<file path="src/rtl/wb_pkg.sv">
// Writeback arbiter shared types.
// Entry layout and defaults for the register-file write path.
package wb_pkg;

  localparam int XLEN = 64;
  localparam int STARVE_LIMIT_DEF = 4;

  typedef struct packed {
    logic [4:0]      rd;
    logic [XLEN-1:0] data;
  } wb_entry_t;

  function automatic logic [31:0] rd_bit(
    input logic [4:0] rd
  );
    return 32'd1 << rd;
  endfunction

endpackage

</file>
<file path="src/rtl/wb_fifo.sv">
// ALU result FIFO for the writeback arbiter.
// Extra pointer bit separates full from empty; vld tracks live slots.
module wb_fifo
  import wb_pkg::*;
#(
  parameter int DEPTH = 2
) (
  input  logic                  clk,
  input  logic                  reset,
  input  logic                  push,
  input  wb_entry_t             wdata,
  input  logic                  pop,
  output wb_entry_t             rdata,
  output logic                  full,
  output logic                  empty,
  output logic [DEPTH-1:0]      vld,
  output logic [DEPTH-1:0][4:0] rds
);

  localparam int AW = $clog2(DEPTH);
  localparam logic [AW:0] PONE = (AW+1)'(1);

  logic [AW:0]      wp_q;
  logic [AW:0]      rp_q;
  logic [DEPTH-1:0] vld_q;
  logic             do_push;
  logic             do_pop;
  wb_entry_t        mem [DEPTH];

  assign empty = wp_q == rp_q;
  assign full  = (wp_q[AW] != rp_q[AW]) &&
                 (wp_q[AW-1:0] == rp_q[AW-1:0]);

  assign do_push = push && !full;
  assign do_pop  = pop && !empty;

  assign rdata = mem[rp_q[AW-1:0]];
  assign vld   = vld_q;

  for (genvar i = 0; i < DEPTH; i++) begin : g_rd
    assign rds[i] = mem[i].rd;
  end

  always_ff @(posedge clk or posedge reset) begin
    if (reset) begin
      wp_q  <= '0;
      rp_q  <= '0;
      vld_q <= '0;
    end else begin
      if (do_push) begin
        wp_q                 <= wp_q + PONE;
        vld_q[wp_q[AW-1:0]]  <= 1'b1;
      end
      if (do_pop) begin
        rp_q                 <= rp_q + PONE;
        vld_q[rp_q[AW-1:0]]  <= 1'b0;
      end
    end
  end

  // Payload storage needs no reset; vld_q gates every use.
  always_ff @(posedge clk) begin
    if (do_push) begin
      mem[wp_q[AW-1:0]] <= wdata;
    end
  end

endmodule

</file>
<file path="src/rtl/wb_arbiter.sv">
// Writeback arbiter: merges LSU and ALU results onto the RF port.
// LSU first, then buffered ALU head, then ALU bypass.
module wb_arbiter #(
  parameter int XLEN         = 64,
  parameter int ALU_DEPTH    = 2,
  parameter int STARVE_LIMIT = wb_pkg::STARVE_LIMIT_DEF
) (
  input  logic            clk,
  input  logic            reset,
  input  logic            alu_valid,
  output logic            alu_ready,
  input  logic [4:0]      alu_rd,
  input  logic [XLEN-1:0] alu_data,
  input  logic            lsu_valid,
  output logic            lsu_ready,
  input  logic [4:0]      lsu_rd,
  input  logic [XLEN-1:0] lsu_data,
  output logic            rf_we,
  output logic [4:0]      rf_rd,
  output logic [XLEN-1:0] rf_wd,
  output logic [31:0]     pend_mask
);

  import wb_pkg::*;

  localparam int CW = $clog2(STARVE_LIMIT + 1);
  localparam logic [CW-1:0] LIM = CW'(STARVE_LIMIT);
  localparam logic [CW-1:0] ONE = CW'(1);

  wb_entry_t alu_e;
  wb_entry_t lsu_e;
  wb_entry_t head;
  wb_entry_t launch_e;

  logic full;
  logic empty;
  logic throttle;
  logic alu_fire;
  logic lsu_fire;
  logic alu_live;
  logic lsu_live;
  logic sel_lsu;
  logic sel_head;
  logic sel_byp;
  logic launch;
  logic push;
  logic pop;

  logic [CW-1:0] cnt_q;
  logic [CW-1:0] cnt_d;

  logic [ALU_DEPTH-1:0]      vld;
  logic [ALU_DEPTH-1:0][4:0] rds;

  assign throttle  = cnt_q >= LIM;
  assign alu_ready = !reset && !full;
  assign lsu_ready = !reset && !throttle;

  assign alu_fire = alu_valid && alu_ready;
  assign lsu_fire = lsu_valid && lsu_ready;

  // rd == 0 is accepted but never competes for the port.
  assign alu_live = alu_fire && (alu_rd != 5'd0);
  assign lsu_live = lsu_fire && (lsu_rd != 5'd0);

  assign alu_e = '{rd: alu_rd, data: alu_data};
  assign lsu_e = '{rd: lsu_rd, data: lsu_data};

  assign sel_lsu  = lsu_live;
  assign sel_head = !lsu_live && !empty;
  assign sel_byp  = !lsu_live && empty && alu_live;

  assign launch = sel_lsu || sel_head || sel_byp;
  assign push   = alu_live && !sel_byp;
  assign pop    = sel_head;

  always_comb begin
    launch_e = '0;
    unique case (1'b1)
      sel_lsu:  launch_e = lsu_e;
      sel_head: launch_e = head;
      sel_byp:  launch_e = alu_e;
      default:  launch_e = '0;
    endcase
  end

  always_comb begin
    cnt_d = cnt_q;
    if (pop) begin
      cnt_d = '0;
    end else if (sel_lsu && !empty && cnt_q != LIM) begin
      cnt_d = cnt_q + ONE;
    end
  end

  wb_fifo #(
    .DEPTH (ALU_DEPTH)
  ) u_fifo (
    .clk   (clk),
    .reset (reset),
    .push  (push),
    .wdata (alu_e),
    .pop   (pop),
    .rdata (head),
    .full  (full),
    .empty (empty),
    .vld   (vld),
    .rds   (rds)
  );

  always_ff @(posedge clk or posedge reset) begin
    if (reset) begin
      cnt_q <= '0;
      rf_we <= 1'b0;
      rf_rd <= '0;
      rf_wd <= '0;
    end else begin
      cnt_q <= cnt_d;
      rf_we <= launch;
      if (launch) begin
        rf_rd <= launch_e.rd;
        rf_wd <= launch_e.data;
      end
    end
  end

  always_comb begin
    pend_mask = '0;
    for (int i = 0; i < ALU_DEPTH; i++) begin
      if (vld[i]) begin
        pend_mask = pend_mask | rd_bit(rds[i]);
      end
    end
    if (rf_we) begin
      pend_mask = pend_mask | rd_bit(rf_rd);
    end
    pend_mask[0] = 1'b0;
  end

endmodule

</file>
<file path="config.mk">
export PLATFORM = sky130hd
export DESIGN_NAME = wb_arbiter
export DESIGN_NICKNAME = d
export VERILOG_FILES = /design/src/rtl/wb_pkg.sv /design/src/rtl/wb_fifo.sv /design/src/rtl/wb_arbiter.sv
export SDC_FILE = /design/constraint.sdc
export NUM_CORES = 1
export LEC_CHECK = 0
export BUFFER_PORTS_ARGS = -buffer_cell sky130_fd_sc_hd__clkbuf_2
export CELL_PAD_IN_SITES_DETAIL_PLACEMENT = 0
export CELL_PAD_IN_SITES_GLOBAL_PLACEMENT = 2
export CORE_MARGIN = 2
export CORE_UTILIZATION = 35
export DETAILED_ROUTE_END_ITERATION = 10
export GPL_ROUTABILITY_DRIVEN = 0
export GPL_TIMING_DRIVEN = 0
export PLACE_DENSITY = 0.85
export SYNTH_ARGS = -nofsm -noshare
export SYNTH_HDL_FRONTEND = slang
export SYNTH_SLANG_ARGS = --single-unit
</file>
<file path="constraint.sdc">
create_clock -name clk -period 7 [get_ports clk]
set_input_delay 1.75 -clock clk [delete_from_list [all_inputs] [get_ports clk]]
set_output_delay 1.75 -clock clk [all_outputs]
set_load 0.01 [all_outputs]
</file>
# Word-level counts from Yosys, hierarchy flattened
# Memories as Yosys holds them, arrays and structs flattened.
# Cells that the tools add are included.
# Widths: inputs -> output; s select.
[word_totals]
reg_bits = 79
ramBits = 138
inputBits = 142
out_inout_bits = 104
wordCells = 70
n_memories = 1
[mem_list]
columns = ["memory", "depth", "word_bits", "rd", "rd_ports_with_merged_regs", "write_ports", "line_no", "rtl"]
rows = [
  ["u_fifo.mem", 2, 69, 3, 0, 1, "wb_fifo.sv:28", "wb_entry_t mem [DEPTH];"],
]
[op_classes]
add_sub_neg = 3
magnitude_cmp = 5
n_eq_ne = 4
shifts = 3
n_mux = 14
bitwise_logic = 5
reduce_logical = 28
[op_table]
columns = ["cell", "count"]
rows = [
  ["$pmux 69 s3", 1],
  ["$mux 32", 3],
  ["$shl 1x5->32 const A", 3],
  ["$or 32x32->32", 2],
  ["$logic_and 1x1->1", 17],
  ["$reduce_bool 5->1", 2],
  ["$logic_not 1->1", 6],
  ["$mux 3", 2],
  ["$add 2x1->2 const B", 2],
  ["$lt 1x2->1 const B", 2],
  ["$mux 1", 4],
  ["$mux 2", 2],
  ["$add 3x1->3 const B", 1],
  ["$ge 3x3->1 const B", 1],
  ["$ne 3x3->1 const B", 1],
  ["$and 2x2->2", 1],
  ["$demux 1 s1", 2],
  ["$eq 2x2->1", 1],
  ["$ge 1x1->1 const B", 2],
  ["$logic_or 1x1->1", 2],
  ["$not 2->2", 1],
  ["$or 2x2->2", 1],
  ["$reduce_bool 2->1", 1],
  ["$eq 1x1->1", 1],
  ["$ne 1x1->1", 1],
]

# Depth between registers and ports, before layout
# Gate-level depths: netlist (run 1).
[logic_depth]
ltp_word = 14
ltp_mapped = 7
depth_no_buf = 5

# Cells and area by module
# A second synthesis (run 1) with hierarchy kept.
[unflattened]
hier_cells = 746
area_unflattened_um2 = 10655.2
[by_module_without_submodules]
columns = ["mod", "instances", "cells_per_inst", "area_each_um2", "seq_area_each_um2"]
rows = [
  ["wb_fifo", 1, 266, 5442.7, 4294.1],
  ["wb_arbiter", 1, 480, 5212.5, 1826.8],
]

# Worst setup path before layout (run 1)
# OpenSTA, ideal clock, no wires.
[synth_timing]
kind = "input-to-reg"
start = "input reset"
end = "register u_fifo.vld_q[0], in the netlist u_fifo.vld[0]"
t_arrival_ps = 8871
t_required_ps = 6919
path_slack_ps = -1952
cell_stages = 5
path_buffers = 1
path_cell_list = "inv_1 o21ai_1 buf_2 a2111oi_2 o32a_1"
[synth_via]
elab_chain_len = 13
elab_cells_between_ends = 18
classes_between = "2 x mux; 1 x bitwise; 15 x reduce/logical"
[synth_lines]
columns = ["item", "line_no", "rtl"]
rows = [
  ["start: declaration", "wb_arbiter.sv:9", "input logic reset,"],
  ["$logic_not 1->1 (no source line) (*)", "n/a", ""],
  ["$logic_and 1x1->1", "wb_arbiter.sv:57", "assign lsu_ready = !reset && !throttle;"],
  ["$logic_and 1x1->1", "wb_arbiter.sv:60", "assign lsu_fire = lsu_valid && lsu_ready;"],
  ["$logic_and 1x1->1", "wb_arbiter.sv:64", "assign lsu_live = lsu_fire && (lsu_rd != 5'd0);"],
  ["$logic_not 1->1", "wb_arbiter.sv:70, wb_arbiter.sv:71", ""],
  ["$logic_and 1x1->1 (2 in series)", "wb_arbiter.sv:71", "assign sel_byp = !lsu_live && empty && alu_live;"],
  ["$logic_not 1->1", "wb_arbiter.sv:74", "assign push = alu_live && !sel_byp;"],
  ["$logic_and 1x1->1", "wb_arbiter.sv:74", ""],
  ["$logic_and 1x1->1", "wb_fifo.sv:34", "assign do_push = push && !full;"],
  ["$mux 2", "wb_fifo.sv:50", "if (do_push) begin"],
  ["$and 2x2->2 (no source line)", "n/a", ""],
  ["$mux 2 (*)", "wb_fifo.sv:54", "if (do_pop) begin"],
  ["end signal: assignment", "wb_fifo.sv:48", "vld_q <= '0;"],
  ["end signal: indexed assignment", "wb_fifo.sv:52", "vld_q[wp_q[AW-1:0]] <= 1'b1;"],
  ["end signal: indexed assignment", "wb_fifo.sv:56", "vld_q[rp_q[AW-1:0]] <= 1'b0;"],
  ["end: declaration", "wb_fifo.sv:25", "logic [DEPTH-1:0] vld_q;"],
]
# Mark *: on every way between the ends. The rest lies on a longest branch, timed or not.
# A chain may end at the register's enable or synchronous reset.

# Worst setup path after layout (run 1)
[layout_timing]
start = "input reset"
end = "output alu_ready"
[layout_via]
elab_chain_len = 2
[layout_lines]
columns = ["item", "line_no", "rtl"]
rows = [
  ["$logic_not 1->1 (no source line)", "n/a", ""],
  ["$logic_and 1x1->1", "wb_arbiter.sv:56", "assign alu_ready = !reset && !full;"],
  ["end: declaration", "wb_arbiter.sv:11", "output logic alu_ready,"],
]
# Every way passes these cells.

==> results of run 1 <==
==> routing by layer <==
layer | global-route usage [%] | up-vias | share of wire (%)
li1 | - | 4024 | -
met4 | 4.82 | 0 | 1.6
met2 | 33.1 | 322 | 45
met1 | 29.0 | 4229 | 46
met5 | 0 | - | 0
met3 | 4.41 | 39 | 7.3
==> kinds of logic (layout without fill, tap and decap cells) <==
| group | count (synthesis) | count (layout) |
|---|---|---|
| xor+xnor | 8 | 8 |
| simple gates | 246 | 246 |
| buf+inv | 157 | 460 |
| flops | 217 | 217 |
| fa+ha+maj | 2 | 2 |
| other cells | 1 | 5 |
| compound gates | 223 | 223 |
| mux | 51 | 51 |
==> cell type report <==
cell class | count | area (um2) | area share (%)
tap | 390 | 488 | 3.67
buffer | 84 | 433 | 3.26
clock buffer | 26 | 629 | 4.73
antenna | 4 | 10.0 | 0.0753
multi-input combinational | 531 | 3700 | 27.8
timing repair buffer | 259 | 1410 | 10.6
inverter | 73 | 277 | 2.08
sequential | 217 | 6120 | 46.0
clock inverter | 18 | 224 | 1.68
==> registers in the layout (all words and copies together) (netlist names) <==
name	count
cnt_q	3
rf_rd	5
rf_wd	64
rf_we	1
u_fifo.mem	138
u_fifo.rp_q	2
u_fifo.vld	2
u_fifo.wp_q	2
==> cell usage in the layout, fill, tap and decap left out, types with 20 or more instances in the layout <==
cell type	count
a211oi_1	20
a22oi_1	29
a32oi_1	48
buf_6	20
clkbuf_1	43
clkbuf_16	25
clkbuf_2	244
dfrtp_1	79
edfxtp_1	138
inv_1	72
mux2_2	48
nand2_1	112
nand3_1	50
nor2_1	29
nor2b_1	20
o311ai_1	46
==> cells in the mapped netlist (4+ instances only) <==
master / n
inv_1: 73
o21ai_1: 8
buf_2: 16
nand3_1: 50
buf_4: 9
nor3_1: 5
xor2_1: 4
and3b_1: 5
clkbuf_1: 42
nor2b_1: 20
a32oi_1: 48
a2111oi_0: 19
nor2_1: 29
buf_1: 8
mux2_2: 48
and3_1: 8
nand2_1: 112
nor3b_1: 13
o311a_1: 19
a211oi_1: 20
xnor2_1: 4
edfxtp_1: 138
a22oi_1: 29
o311ai_1: 46
buf_6: 8
o21ai_0: 14
dfrtp_1: 79
==> worst max-delay path, stage by stage <==
cell and delay, ns:
clkbuf_2 0.13, inv_4 0.14, buf_16 0.25, o21ai_1 0.20, buf_2 0.36, clkbuf_1 0.42, inv_1 0.08, clkbuf_2 0.14
==> power by group <==
part           leakage, nW  switching (mW)  internal, mW
sequential            2.20           0.193          1.78
clock                0.413           0.527         0.835
combinational         2.88            1.62          1.02
total                 5.49            2.34          3.63
==> through the flow <==
step / std cells / cell area, um2 / total power, mW / TNS [ns]
2_1_floorplan: 905 / 10500 / 3.65 / 0
3_3_place_gp: 1539 / 12200 / 4.58 / -414.39
3_5_place_dp: 1554 / 12400 / 4.64 / 0
4_1_cts: 1598 / 13300 / 6.02 / 0
5_1_grt: 1598 / 13300 / 6.35 / 0
6_report: 1602 / 13300 / 5.97 / 0
==> final timing paths <==
path                                from                 to  depth (start not counted)
worst max register to register  cnt_q[2]  u_fifo.mem[0][58]                          7
max in group asynchronous          reset          rf_wd[45]                          3
worst min register to register  rf_wd[7]           rf_wd[7]                          2
worst max-delay path               reset          alu_ready                          8
min in group asynchronous          reset           rf_rd[0]                          2
worst min-delay path            rf_wd[7]           rf_wd[7]                          2
==> flow_summary.toml, run 1 <==
[yosys]
synth.area.top_cells = "edfxtp_1 (39%), dfrtp_1 (19%), mux2_2 (5.1%), nand2_1 (4.0%), a32oi_1 (4.0%)"
async_flop_share_pct = 36.4
yosys.area.top_type = "edfxtp_1"
avgSynthCellArea_um2 = 11.6
yosysUniqueCellTypes = 51
synth_top_area_share_pct = 39.4
ys_ff_latch = 217
synth_warnings = 0
seq_area_frac_synth_pct = 58.2
synthCells = 905
synth_flop_cell = "edfxtp_1"
synth-compound-area-share_pct = 17.7
synthXorXnorAreaFrac_pct = 0.666
synthAdderAreaFrac_pct = 0.238
synthMuxAreaShare_pct = 5.44
synthSimpleGateAreaFrac_pct = 11.0
syn_nets = 1049
synth_area_um2 = 10500
synth_top_family_by_area = "compound AO/OA/AOI/OAI gates"
synth_edf_count = 138

[sta]
clock.fmax_mhz = 190
whs_ns = 0.513
period_share_pct = 75.4
finalHoldViolations = 0
clock_skew_ns = 0.0268
rsz0062_at_grt = "no"
slew_viol_final = 0
worst_slack_ns = 1.72
final-setup-viol-count = 0
period_minus_slack_ns = 5.28
worst_slew_pin_slew_ns = 1.14
relSlewSlack_pct = 23.8

[clock_tree]
cts_buffer_depth = 3
postCtsResizedCells = 0
clkSinkCount = 217
cts_setup_buffers = 0
insertion_delay_ns = 0.53
htree_levels = 1
cts_tree = "done"
root_buffer = "clkbuf_16"
cts_buffers = 24
path_clk_slew_ns = 0.06
postCtsHoldBufs = 0

[global_route]
first_global_vias = 8838
grt_pass1_wl_mm = 50.8
grt_max_degree = 60
grt_usage_pct = 20.7
grt.overflow.total = 0
antenna_found_initial = 3

[route]
vias = 8614
dr.pass1.iters = 6
totalWireLength_mm = 33.0
viasPerCell = 5.38
wire_per_inst_um = 20.6
postRouteAntennaNets = 0
drcViolationCount = 0
drt_iter0_drc = 471

[job]
maxCapViolations = 0

[layout]
fin_nets = 1334
fillers = 2880
drive_gt1_share_pct = 32.4
final_core_util_pct = 44.9
syn_to_final_growth_pct = 26.4

[critical_path]
cp_data_required_time_ns = 5.25
rrSetupSlack_ns = 3.85
end_kind = "output pin"
cp_max_fo = 59
cp-start-kind = "primary input"
path_class = "primary input to output pin"
critPathArrivalTime_ns = 3.53

[power_and_ir_drop]
p_leak_nw = 5.49
irDropWorstVdd_mv = 0.228
cellPowerDensity_nw_per_um2 = 449

[place]
place.detailed.hpwl_mm = 23.7
dp_slack_ns = 1.70
portBuffers = 244

[floorplanning]
start_util_pct = 35.5
fp.dieW_um = 177
ioPinCount = 246
core_area_um2 = 29600
rows = 63
die_h_um = 177
die-area_um2 = 31400

[worst_hold_path]
hold_path_class = "register to register"

[outcome]
status = "completed"
No activity file was read; power rests on OpenSTA's default activity.
==> run 2, diff against run 1 <==
--- a/config.mk
+++ b/config.mk
@@ -5,15 +5,16 @@
 export SDC_FILE = /design/constraint.sdc
 export NUM_CORES = 1
 export LEC_CHECK = 0
+export ABC_AREA = 1
 export BUFFER_PORTS_ARGS = -buffer_cell sky130_fd_sc_hd__clkbuf_2
 export CELL_PAD_IN_SITES_DETAIL_PLACEMENT = 0
 export CELL_PAD_IN_SITES_GLOBAL_PLACEMENT = 2
 export CORE_MARGIN = 2
-export CORE_UTILIZATION = 35
+export CORE_UTILIZATION = 29
 export DETAILED_ROUTE_END_ITERATION = 10
 export GPL_ROUTABILITY_DRIVEN = 0
 export GPL_TIMING_DRIVEN = 0
-export PLACE_DENSITY = 0.85
+export PLACE_DENSITY = 0.81
 export SYNTH_ARGS = -nofsm -noshare
 export SYNTH_HDL_FRONTEND = slang
 export SYNTH_SLANG_ARGS = --single-unit
==> constraint.sdc (replaced) <==
create_clock -name clk -period 4.3 [get_ports clk]
set_input_delay 1.075 -clock clk [delete_from_list [all_inputs] [get_ports clk]]
set_output_delay 1.075 -clock clk [all_outputs]
set_load 0.01 [all_outputs]
==> run 2 against run 1 <==
Area after synthesis shrank 3.8%. Register-to-register slack lost 2.3 ns. Combinational power shrank 84%. Sequential power increased by 20%. Die area up 16%. Count of clock-buffer cells in the layout is 8 higher. Synthesized cell count rose by 18%. Critical path depth shrank 1. Critical endpoint is now pend_mask[1]. Non-clock buffer count fell by 35. Wire length grew 3.1%. First-iteration DRC count is 21% higher. Setup slack lost 1.1 ns.
==> flow_summary.toml, run 2 <==
[outcome]
status = "completed"

[route]
totalWireLength_mm = 34.0
dr.pass1.iters = 5
drt_iter0_drc = 568
viasPerCell = 4.79
vias = 8718
drcViolationCount = 0
postRouteAntennaNets = 0
wire_per_inst_um = 18.7

[layout]
layout_commonest_cell = "nand2_1"
largest_register_ffs = 138
final_area_um2 = 12800
fin_nets = 1488
syn_to_final_growth_pct = 26.2
final_cell_mix = "nand2_1 (436), clkbuf_2 (244), nand3_1 (145), edfxtp_1 (138), dfrtp_1 (79)"
drive_gt1_share_pct = 25.1

[clock_tree]
cts_setup_buffers = 0
path_clk_slew_ns = 0.06
postCtsResizedCells = 0
cts_buffer_depth = 3
cts_tree = "done"
insertion_delay_ns = 0.51
clkSinkCount = 217
htree_levels = 1
cts_buffers = 24
postCtsHoldBufs = 0
root_buffer = "clkbuf_16"

[place]
dp_slack_ns = 0.413
place_area_um2 = 12000
place.detailed.hpwl_mm = 24.7
portBuffers = 244

[critical_path]
end_kind = "output pin"
critPathArrivalTime_ns = 2.56
cp_max_fo = 9
cp_data_required_time_ns = 3.22
cp-start-kind = "register"
path_class = "register to output pin"

[yosys]
yosys.area.top_type = "edfxtp_1"
synth_flop_cell = "edfxtp_1"
syn_nets = 1213
yosysUniqueCellTypes = 32
avgSynthCellArea_um2 = 9.47
synth_area_um2 = 10100
synth.area.top_cells = "edfxtp_1 (41%), dfrtp_1 (20%), nand2_1 (16%), nand3_1 (7.2%), nand4_1 (3.3%)"
async_flop_share_pct = 36.4
synth.most_common_cell = "nand2_1"
synth_edf_count = 138
synthCells = 1069
synth_common_cells = "nand2_1 (436), nand3_1 (145), edfxtp_1 (138)"
synth_top_area_share_pct = 40.9
synth_warnings = 0
seq_area_frac_synth_pct = 60.5
ys_ff_latch = 217

[floorplanning]
die-area_um2 = 36400
die_h_um = 191
fp.dieW_um = 191
core_area_um2 = 34500
rows = 68
ioPinCount = 246
start_util_pct = 29.4

[sta]
worst_slew_pin_slew_ns = 0.825
tns_ns = 0
period_share_pct = 84.4
clock.fmax_mhz = 275
period_minus_slack_ns = 3.63
slew_viol_final = 0
final-setup-viol-count = 0
finalHoldViolations = 0
rsz0062_at_grt = "no"
relSlewSlack_pct = 45.0
worst_slack_ns = 0.670
clock_skew_ns = 0.0106

[global_route]
grt_pass1_wl_mm = 51.8
grt_usage_pct = 18.6
grt.overflow.total = 0
grt_max_degree = 37
antenna_found_initial = 7
first_global_vias = 8752

[power_and_ir_drop]
intPower_mw = 3.62
p_switching_mw = 1.14
cellPowerDensity_nw_per_um2 = 373
p_comb_share_pct = 9.1
power_frac_clock_pct = 41.1
switching_share_pct = 24.0
seqPwrFrac_pct = 49.8
irDropWorstVdd_mv = 0.208
p_leak_nw = 5.62

[job]
maxCapViolations = 0

[worst_hold_path]
hold_path_class = "register to register"
## run 2: per-stage QoR
step | util [%] | cells | hold slack, ns | total power, mW
2_1_floorplan | - | 1069 | 0.483 | 2.59
3_3_place_gp | 34.6 | 1768 | 0.498 | 2.84
3_5_place_dp | 34.9 | 1773 | 0.504 | 2.85
4_1_cts | 37.0 | 1817 | 0.519 | 4.82
5_1_grt | 37.1 | 1819 | 0.543 | 4.96
6_report | 37.1 | 1821 | 0.511 | 4.77
## run 2: layout make-up
type,instances,area (um2)
Inverter,41,164
Multi-Input combinational cell,752,3510
Tap cell,455,569
Antenna cell,4,10.0
Buffer,59,332
Clock buffer,34,669
Timing Repair Buffer,249,1330
Fill cell,3572,21700
Sequential cell,217,6120
Clock inverter,10,68.8
## run 2: power by group through the flow
| stage | Sequential (mW) | Combinational [mW] | Clock (mW) |
|---|---|---|---|
| global placement | 2.41 | 0.430 | 0 |
| global route | 2.38 | 0.482 | 2.10 |
| detailed placement | 2.41 | 0.442 | 0 |
| floorplan | 2.44 | 0.151 | 0 |
| finish | 2.37 | 0.435 | 1.96 |
| CTS | 2.37 | 0.443 | 2.01 |
## run 2: logic make-up after synthesis
logic type	share of synthesized area (%)
XOR/XNOR	0.0866
AND/OR/NAND/NOR	31.7
flip-flops	60.5
buffers and inverters	4.80
AO/OA/AOI/OAI	2.61
adder cells (fa/ha/maj)	0.247
other	0.0371
## run 2: worst paths after layout
path,cells after the start,slack [ns],endpoint,from
max in group asynchronous,4,2.77,rf_wd[31],reset
hold / removal,2,0.51,rf_wd[60],rf_wd[60]
setup reg to reg,10,1.54,u_fifo.mem[0][25],u_fifo.rp_q[0]
min in group asynchronous,2,0.69,rf_wd[1],reset
setup / recovery,7,0.67,pend_mask[1],rf_rd[4]
hold reg to reg,2,0.51,rf_wd[60],rf_wd[60]
## run 2: per-layer routing
metal,global-route usage (%),wire length (um)
met1,25.1,15100
met2,30.3,15600
met3,4.82,2710
met4,3.64,524
met5,0,44
## run 2: critical path: stages (launching register included)
cell      delay, ns
dfrtp_1        0.39
clkbuf_1       0.27
inv_1          0.35
nand2_1        0.13
nor2_1         0.48
nand2_1        0.12
o221ai_1       0.12
clkbuf_2       0.18
